### config.mk
export PLATFORM = sky130hd
export DESIGN_NAME = mult_arbiter_flat
export DESIGN_NICKNAME = d
export VERILOG_FILES = /design/src/rtl/mult_arbiter_pkg.sv /design/src/rtl/mult_arbiter_if.sv /design/src/rtl/mult_shift_add.sv /design/src/rtl/mult_arbiter.sv /design/src/flat_wrapper.sv
export SDC_FILE = /design/constraint.sdc
export NUM_CORES = 1
export LEC_CHECK = 0
export BUFFER_PORTS_ARGS = -buffer_cell sky130_fd_sc_hd__buf_2
export CAP_MARGIN = 40
export CORE_UTILIZATION = 25
export DETAILED_ROUTE_END_ITERATION = 8
export SETUP_SLACK_MARGIN = 0.3
export SLEW_MARGIN = 20
export SYNTH_ARGS = -nofsm -noshare
export SYNTH_HDL_FRONTEND = slang
export SYNTH_SLANG_ARGS = --single-unit
### constraint.sdc
create_clock -name clk -period 2.6 [get_ports clk]
set_input_delay 0.52 -clock clk [delete_from_list [all_inputs] [get_ports clk]]
set_output_delay 0.52 -clock clk [all_outputs]
set_load 0.02 [all_outputs]
### src/rtl/mult_arbiter_pkg.sv
// rtl/mult_arbiter_pkg.sv - shared width default and FSM encoding for mult_arbiter
package mult_arbiter_pkg;

  localparam int MULT_WIDTH = 4;

  typedef enum logic [1:0] {
    IDLE = 2'd0,
    MUL  = 2'd1,
    DONE = 2'd2
  } state_t;

  // Bits needed to count 0..w-1 shift-add iterations (at least one).
  function automatic int cnt_bits(input int w);
    return (w < 2) ? 1 : $clog2(w);
  endfunction

endpackage

### src/rtl/mult_arbiter_if.sv
// rtl/mult_arbiter_if.sv - two-requester multiply request/grant/result bundle
interface mult_arbiter_if import mult_arbiter_pkg::*; #(
  parameter int WIDTH = MULT_WIDTH
);

  logic               req0;
  logic [WIDTH-1:0]   a0;
  logic [WIDTH-1:0]   b0;
  logic               gnt0;
  logic               req1;
  logic [WIDTH-1:0]   a1;
  logic [WIDTH-1:0]   b1;
  logic               gnt1;
  logic               busy;
  logic               done;
  logic               owner;
  logic [2*WIDTH-1:0] product;

  modport slave (
    input  req0, a0, b0, req1, a1, b1,
    output gnt0, gnt1, busy, done, owner, product
  );

  modport master (
    output req0, a0, b0, req1, a1, b1,
    input  gnt0, gnt1, busy, done, owner, product
  );

endinterface

### src/rtl/mult_shift_add.sv
// rtl/mult_shift_add.sv - iterative shift-add multiplier datapath
// o_acc_next is the accumulator value after the current step, so the owner can latch it on the last step.
module mult_shift_add import mult_arbiter_pkg::*; #(
  parameter int WIDTH = MULT_WIDTH
) (
  input  logic               clk,
  input  logic               reset,
  input  logic               i_load,
  input  logic               i_step,
  input  logic [WIDTH-1:0]   i_a,
  input  logic [WIDTH-1:0]   i_b,
  output logic [2*WIDTH-1:0] o_acc_next
);

  logic [2*WIDTH-1:0] r_mcand;
  logic [2*WIDTH-1:0] r_acc;
  logic [WIDTH-1:0]   r_mplier;
  logic [2*WIDTH-1:0] w_addend;

  assign w_addend   = r_mplier[0] ? r_mcand : '0;
  assign o_acc_next = r_acc + w_addend;

  always_ff @(posedge clk) begin
    if (reset) begin
      r_mcand  <= '0;
      r_mplier <= '0;
      r_acc    <= '0;
    end else if (i_load) begin
      r_mcand  <= {{WIDTH{1'b0}}, i_a};
      r_mplier <= i_b;
      r_acc    <= '0;
    end else if (i_step) begin
      r_acc    <= o_acc_next;
      r_mcand  <= r_mcand << 1;
      r_mplier <= r_mplier >> 1;
    end
  end

endmodule

### src/rtl/mult_arbiter.sv
// rtl/mult_arbiter.sv - round-robin arbiter sharing one shift-add multiplier between two requesters
module mult_arbiter import mult_arbiter_pkg::*; #(
  parameter int WIDTH = MULT_WIDTH
) (
  input  logic         clk,
  input  logic         reset,
  mult_arbiter_if.slave bus
);

  localparam int CW = cnt_bits(WIDTH);

  state_t             r_state;
  logic [CW-1:0]      r_cnt;
  logic               r_last;
  logic               r_gnt0;
  logic               r_gnt1;
  logic               r_done;
  logic               r_owner;
  logic [2*WIDTH-1:0] r_product;

  logic               w_any;
  logic               w_win;
  logic               w_load;
  logic               w_step;
  logic [WIDTH-1:0]   w_a;
  logic [WIDTH-1:0]   w_b;
  logic [2*WIDTH-1:0] w_acc_next;

  // On a tie the requester not served last wins; r_last also tracks the in-flight owner.
  assign w_any  = bus.req0 | bus.req1;
  assign w_win  = (bus.req0 & bus.req1) ? ~r_last : bus.req1;
  assign w_load = (r_state == IDLE) & w_any;
  assign w_step = (r_state == MUL);
  assign w_a    = w_win ? bus.a1 : bus.a0;
  assign w_b    = w_win ? bus.b1 : bus.b0;

  mult_shift_add #(.WIDTH(WIDTH)) u_datapath (
    .clk        (clk),
    .reset      (reset),
    .i_load     (w_load),
    .i_step     (w_step),
    .i_a        (w_a),
    .i_b        (w_b),
    .o_acc_next (w_acc_next)
  );

  always_ff @(posedge clk) begin
    if (reset) begin
      r_state   <= IDLE;
      r_cnt     <= '0;
      r_last    <= 1'b1;
      r_gnt0    <= 1'b0;
      r_gnt1    <= 1'b0;
      r_done    <= 1'b0;
      r_owner   <= 1'b0;
      r_product <= '0;
    end else begin
      r_gnt0 <= 1'b0;
      r_gnt1 <= 1'b0;
      r_done <= 1'b0;
      case (r_state)
        IDLE: begin
          if (w_any) begin
            r_state <= MUL;
            r_cnt   <= '0;
            r_last  <= w_win;
            r_gnt0  <= ~w_win;
            r_gnt1  <= w_win;
          end
        end
        MUL: begin
          if (r_cnt == CW'(WIDTH - 1)) begin
            r_state   <= DONE;
            r_done    <= 1'b1;
            r_product <= w_acc_next;
            r_owner   <= r_last;
          end else begin
            r_cnt <= r_cnt + CW'(1);
          end
        end
        DONE:    r_state <= IDLE;
        default: r_state <= IDLE;
      endcase
    end
  end

  assign bus.gnt0    = r_gnt0;
  assign bus.gnt1    = r_gnt1;
  assign bus.done    = r_done;
  assign bus.owner   = r_owner;
  assign bus.product = r_product;
  assign bus.busy    = (r_state != IDLE);

endmodule

### src/flat_wrapper.sv
// flat-port wrapper written by rule: the top's interface ports become plain ports
module mult_arbiter_flat import mult_arbiter_pkg::*;
#(
  parameter int WIDTH = MULT_WIDTH
)
  (clk, reset, bus_req0, bus_a0, bus_b0, bus_req1, bus_a1, bus_b1, bus_gnt0, bus_gnt1, bus_busy, bus_done, bus_owner, bus_product);
  mult_arbiter_if #(.WIDTH(WIDTH)) bus_i ();
  input  logic clk;
  input  logic reset;
  input wire logic [$bits(bus_i.req0)-1:0] bus_req0;
  input wire logic [$bits(bus_i.a0)-1:0] bus_a0;
  input wire logic [$bits(bus_i.b0)-1:0] bus_b0;
  input wire logic [$bits(bus_i.req1)-1:0] bus_req1;
  input wire logic [$bits(bus_i.a1)-1:0] bus_a1;
  input wire logic [$bits(bus_i.b1)-1:0] bus_b1;
  output wire logic [$bits(bus_i.gnt0)-1:0] bus_gnt0;
  output wire logic [$bits(bus_i.gnt1)-1:0] bus_gnt1;
  output wire logic [$bits(bus_i.busy)-1:0] bus_busy;
  output wire logic [$bits(bus_i.done)-1:0] bus_done;
  output wire logic [$bits(bus_i.owner)-1:0] bus_owner;
  output wire logic [$bits(bus_i.product)-1:0] bus_product;
  assign bus_i.req0 = bus_req0;
  assign bus_i.a0 = bus_a0;
  assign bus_i.b0 = bus_b0;
  assign bus_i.req1 = bus_req1;
  assign bus_i.a1 = bus_a1;
  assign bus_i.b1 = bus_b1;
  assign bus_gnt0 = bus_i.gnt0;
  assign bus_gnt1 = bus_i.gnt1;
  assign bus_busy = bus_i.busy;
  assign bus_done = bus_i.done;
  assign bus_owner = bus_i.owner;
  assign bus_product = bus_i.product;
  mult_arbiter #(.WIDTH(WIDTH)) u_core (.clk(clk), .reset(reset), .bus(bus_i));
endmodule
==> results by group <==
Status
  – Status: complete, no violations

Timing
  – Rel. slew slack: 0.4477
  – Final Critical Period: 2.062 ns
  – Setup TNS: 0 ns
  – F_max: slightly below 500 MHz
  – Final period util: 0.7929
  – Worst Skew: 0.006712 ns
  – WHS: about 0.45 ns
  – Final Slew Violations: 0
  – Unrepaired setup endpoints after global routing: false
  – Final setup vio count: 0
  – Actual slew at the worst max-slew pin: approximately 0.83 ns
  – Final hold vios: 0
  – Setup ws final: about 0.54 ns

Worst hold path
  – Hold wc startpoint: u_core.bus.product[0]
  – Hold WC Path Type: flop to flop
  – Hold Crit Endpoint: u_core.bus.product[0]
  – Hold Crit Depth: 2

Logic synthesis
  – Yosys cell types: 39
  – #FFs+latches synth: 37
  – EDFF count, synth: 0
  – Post-synthesis async set-or-reset flop share: 0
  – Synthesized cell area: 1819 um2
  – Cells after Synth: around 220
  – Yosys Warn Count: 0
  – Primary FF master, synth: dfxtp_1
  – Sequential fraction of the synthesis area: 0.4072
  – Synthesized Nets: 251
  – Syn avg cell area: 8.195 um2

Clock tree
  – CTS buffer count: 5
  – CTS Hold Buffers Added: 0
  – CTS sink cnt: 37
  – Post-CTS sizing: 0
  – Max Root-Sink Buffers: 2
  – Setup Buffers After CTS: 0
  – Htree depth: 2
  – Clock slew at reported path FFs: 0.07 ns
  – Clk root buf: clkbuf_8
  – Clk_lat worst skew: 0.28 ns
  – TritonCTS clock tree: done

Critical path
  – CP arrival: ~2.2 ns
  – R2R depth: 9
  – FF-to-FF setup slack: 0.54 ns
  – Critical Path Fanout Max: 9
  – Setup CP Type: flop to flop
  – Setup crit start kind: flop
  – Crit end category: flop
  – Crit Reg-Reg Startpoint: u_core.u_datapath.r_mplier[0]
  – Worst EP required: 2.75 ns
  – Worst R2R End: u_core.u_datapath.r_acc[6]

Cells and area
  – Net count, final: between 200 and 300
  – Syn-to-layout area delta: 17.54%
  – Share of layout cells above drive strength 1: 0.1739
  – Ant. Diodes: 0
  – Layout Utilization: 0.3096

Pwr
  – Pwr Density: 534.8 nW/um2
  – Max VDD drop: 0.1954 mV
  – Leak Pwr: 0.8559 nW
  – Pwr Total: approximately 1.1 mW

Place
  – PortBufs: 32
  – Detailed placement HPWL: a little under 3000 um
  – Pre-CTS setup slack: 0.5572 ns
  – RePlAce Congestion: about 0.78

Floorplan
  – Die width: 87.31 um
  – DIE AREA: 7622 um2
  – Initial cell density of the core: 0.2634
  – IO Count: 33
  – Die Y: 87.31 um
  – # rows: 30
  – Core ar.: 6907 um2

Route
  – Vias: 1548
  – Iter 0 DRT Violations: 65
  – ANT nets after route: 0
  – DRC viols: 0
  – DR WL/cell: 11.20 um
  – First drt pass iteration count: 4
  – Vias per inst: 4.436
  – Drt total wl: a little under 4000 um

Global routing
  – Initial antenna violation count: 0
  – Vias in the first global route: between 1000 and 1500
  – GRT Total Usage: 0.1131
  – Largest net degree at the start of global routing: 24
  – Grt total ovfl: 0
  – First-pass GRT wire length: ~6600 um

Flow run
  – Maximum capacitance violations: 0
[worst max-delay path by stage]
stage	start	end	cells after the start	slack, ns
6_report	u_core.u_datapath.r_mplier[0]	u_core.u_datapath.r_acc[6]	9	0.54
5_1_grt	u_core.u_datapath.r_mplier[0]	u_core.u_datapath.r_acc[6]	9	0.31
2_1_floorplan	u_core.u_datapath.r_mplier[0]	u_core.bus.product[6]	9	0.77
3_3_place_gp	u_core.u_datapath.r_mplier[0]	u_core.u_datapath.r_acc[6]	9	0.64
3_5_place_dp	u_core.u_datapath.r_mplier[0]	u_core.u_datapath.r_acc[6]	9	0.56
4_1_cts	u_core.u_datapath.r_mplier[0]	u_core.u_datapath.r_acc[6]	9	0.55
[worst max-delay path, stage by stage, from the launching register on]
cell	delay, ns
dfxtp_1	0.43
and2_1	0.16
ha_1	0.19
inv_1	0.07
fa_1	0.40
nor2b_1	0.21
o31a_1	0.19
o311ai_2	0.12
nand2_1	0.09
a21oi_1	0.06
[Yosys cell counts (4+ instances only)]
cell type / number / share of area
a21oi_1: 21 / 0.058
nor2b_1: 9 / 0.031
inv_1: 5 / 0.010
dfxtp_1: 37 / 0.41
o21ai_0: 4 / 0.011
a211oi_1: 12 / 0.050
nor2_1: 22 / 0.045
and2_1: 7 / 0.024
nand2_1: 49 / 0.10
a311oi_1: 6 / 0.029
clkbuf_1: 5 / 0.010
ha_1: 8 / 0.055
[cells by family after synthesis]
family                     share of synthesized area
DFF                                           0.4072
muxes                                        0.01100
buffers and inverters                        0.04883
xor gates and xnor gates                     0.01445
and+or+nand+nor                               0.2448
AOI/OAI and AO/OA                             0.2077
adders and majority gates                    0.06603
[power breakdown]
part,leakage (nW),internal (mW),switching [mW]
combinational,0.510,0.0547,0.0849
clock,0.0443,0.210,0.187
sequential,0.301,0.589,0.0170
[cell usage in the layout (no fill, tap or decap), types with 2 or more instances in the layout]
cell type  netlist  final
nand2b_1         3      3
nand3b_1         2      2
xnor2_1          2      2
a311oi_1         6      6
nor3_1           2      2
a21oi_1         21     21
inv_1            5      5
a211oi_1        12     12
mux2i_1          2      2
o21ai_0          4      4
buf_2            2     32
or2_1            2      2
nor2_1          22     22
nand2_1         49     49
a31oi_1          2      2
and2_1           7      7
dfxtp_1         37     37
ha_1             8      8
buf_4            2      3
nor2b_1          9      9
clkbuf_8         0      6
[stage by stage]
stage / area (um2) / std cells
after global routing: 2138 / 349
after global placement: 2052 / 342
final: 2138 / 349
after detailed placement: 2052 / 342
after floorplan: 1819 / 222
after CTS: 2138 / 349
[sequential cells by signal (all words and copies together), names as in the netlist]
signal / count
u_core.bus.gnt1: 1
u_core.u_datapath.r_mcand: 8
u_core.r_last: 1
u_core.u_datapath.r_mplier: 4
u_core.r_state: 2
u_core.bus.gnt0: 1
u_core.r_cnt: 2
u_core.u_datapath.r_acc: 8
u_core.bus.owner: 1
u_core.bus.done: 1
u_core.bus.product: 8
[layer usage]
layer	part of all wire	up-vias	global-route usage
met1	0.51	682	0.1469
li1	-	824	-
met2	0.43	37	0.1719
met5	0	-	0
met3	0.046	5	0.02938
met4	0.020	0	0.05812
[final cells by class]
| type | instances | area, um2 |
|---|---|---|
| Tap cell | 96 | 120.1 |
| Clock buffer | 7 | 86.33 |
| Timing Repair Buffer | 35 | 182.7 |
| Inverter | 5 | 18.77 |
| Sequential cell | 37 | 740.7 |
| Multi-Input combinational cell | 169 | 989.7 |
| Fill cell | 777 | 4768 |
No activity file was read; power rests on OpenSTA's default activity.
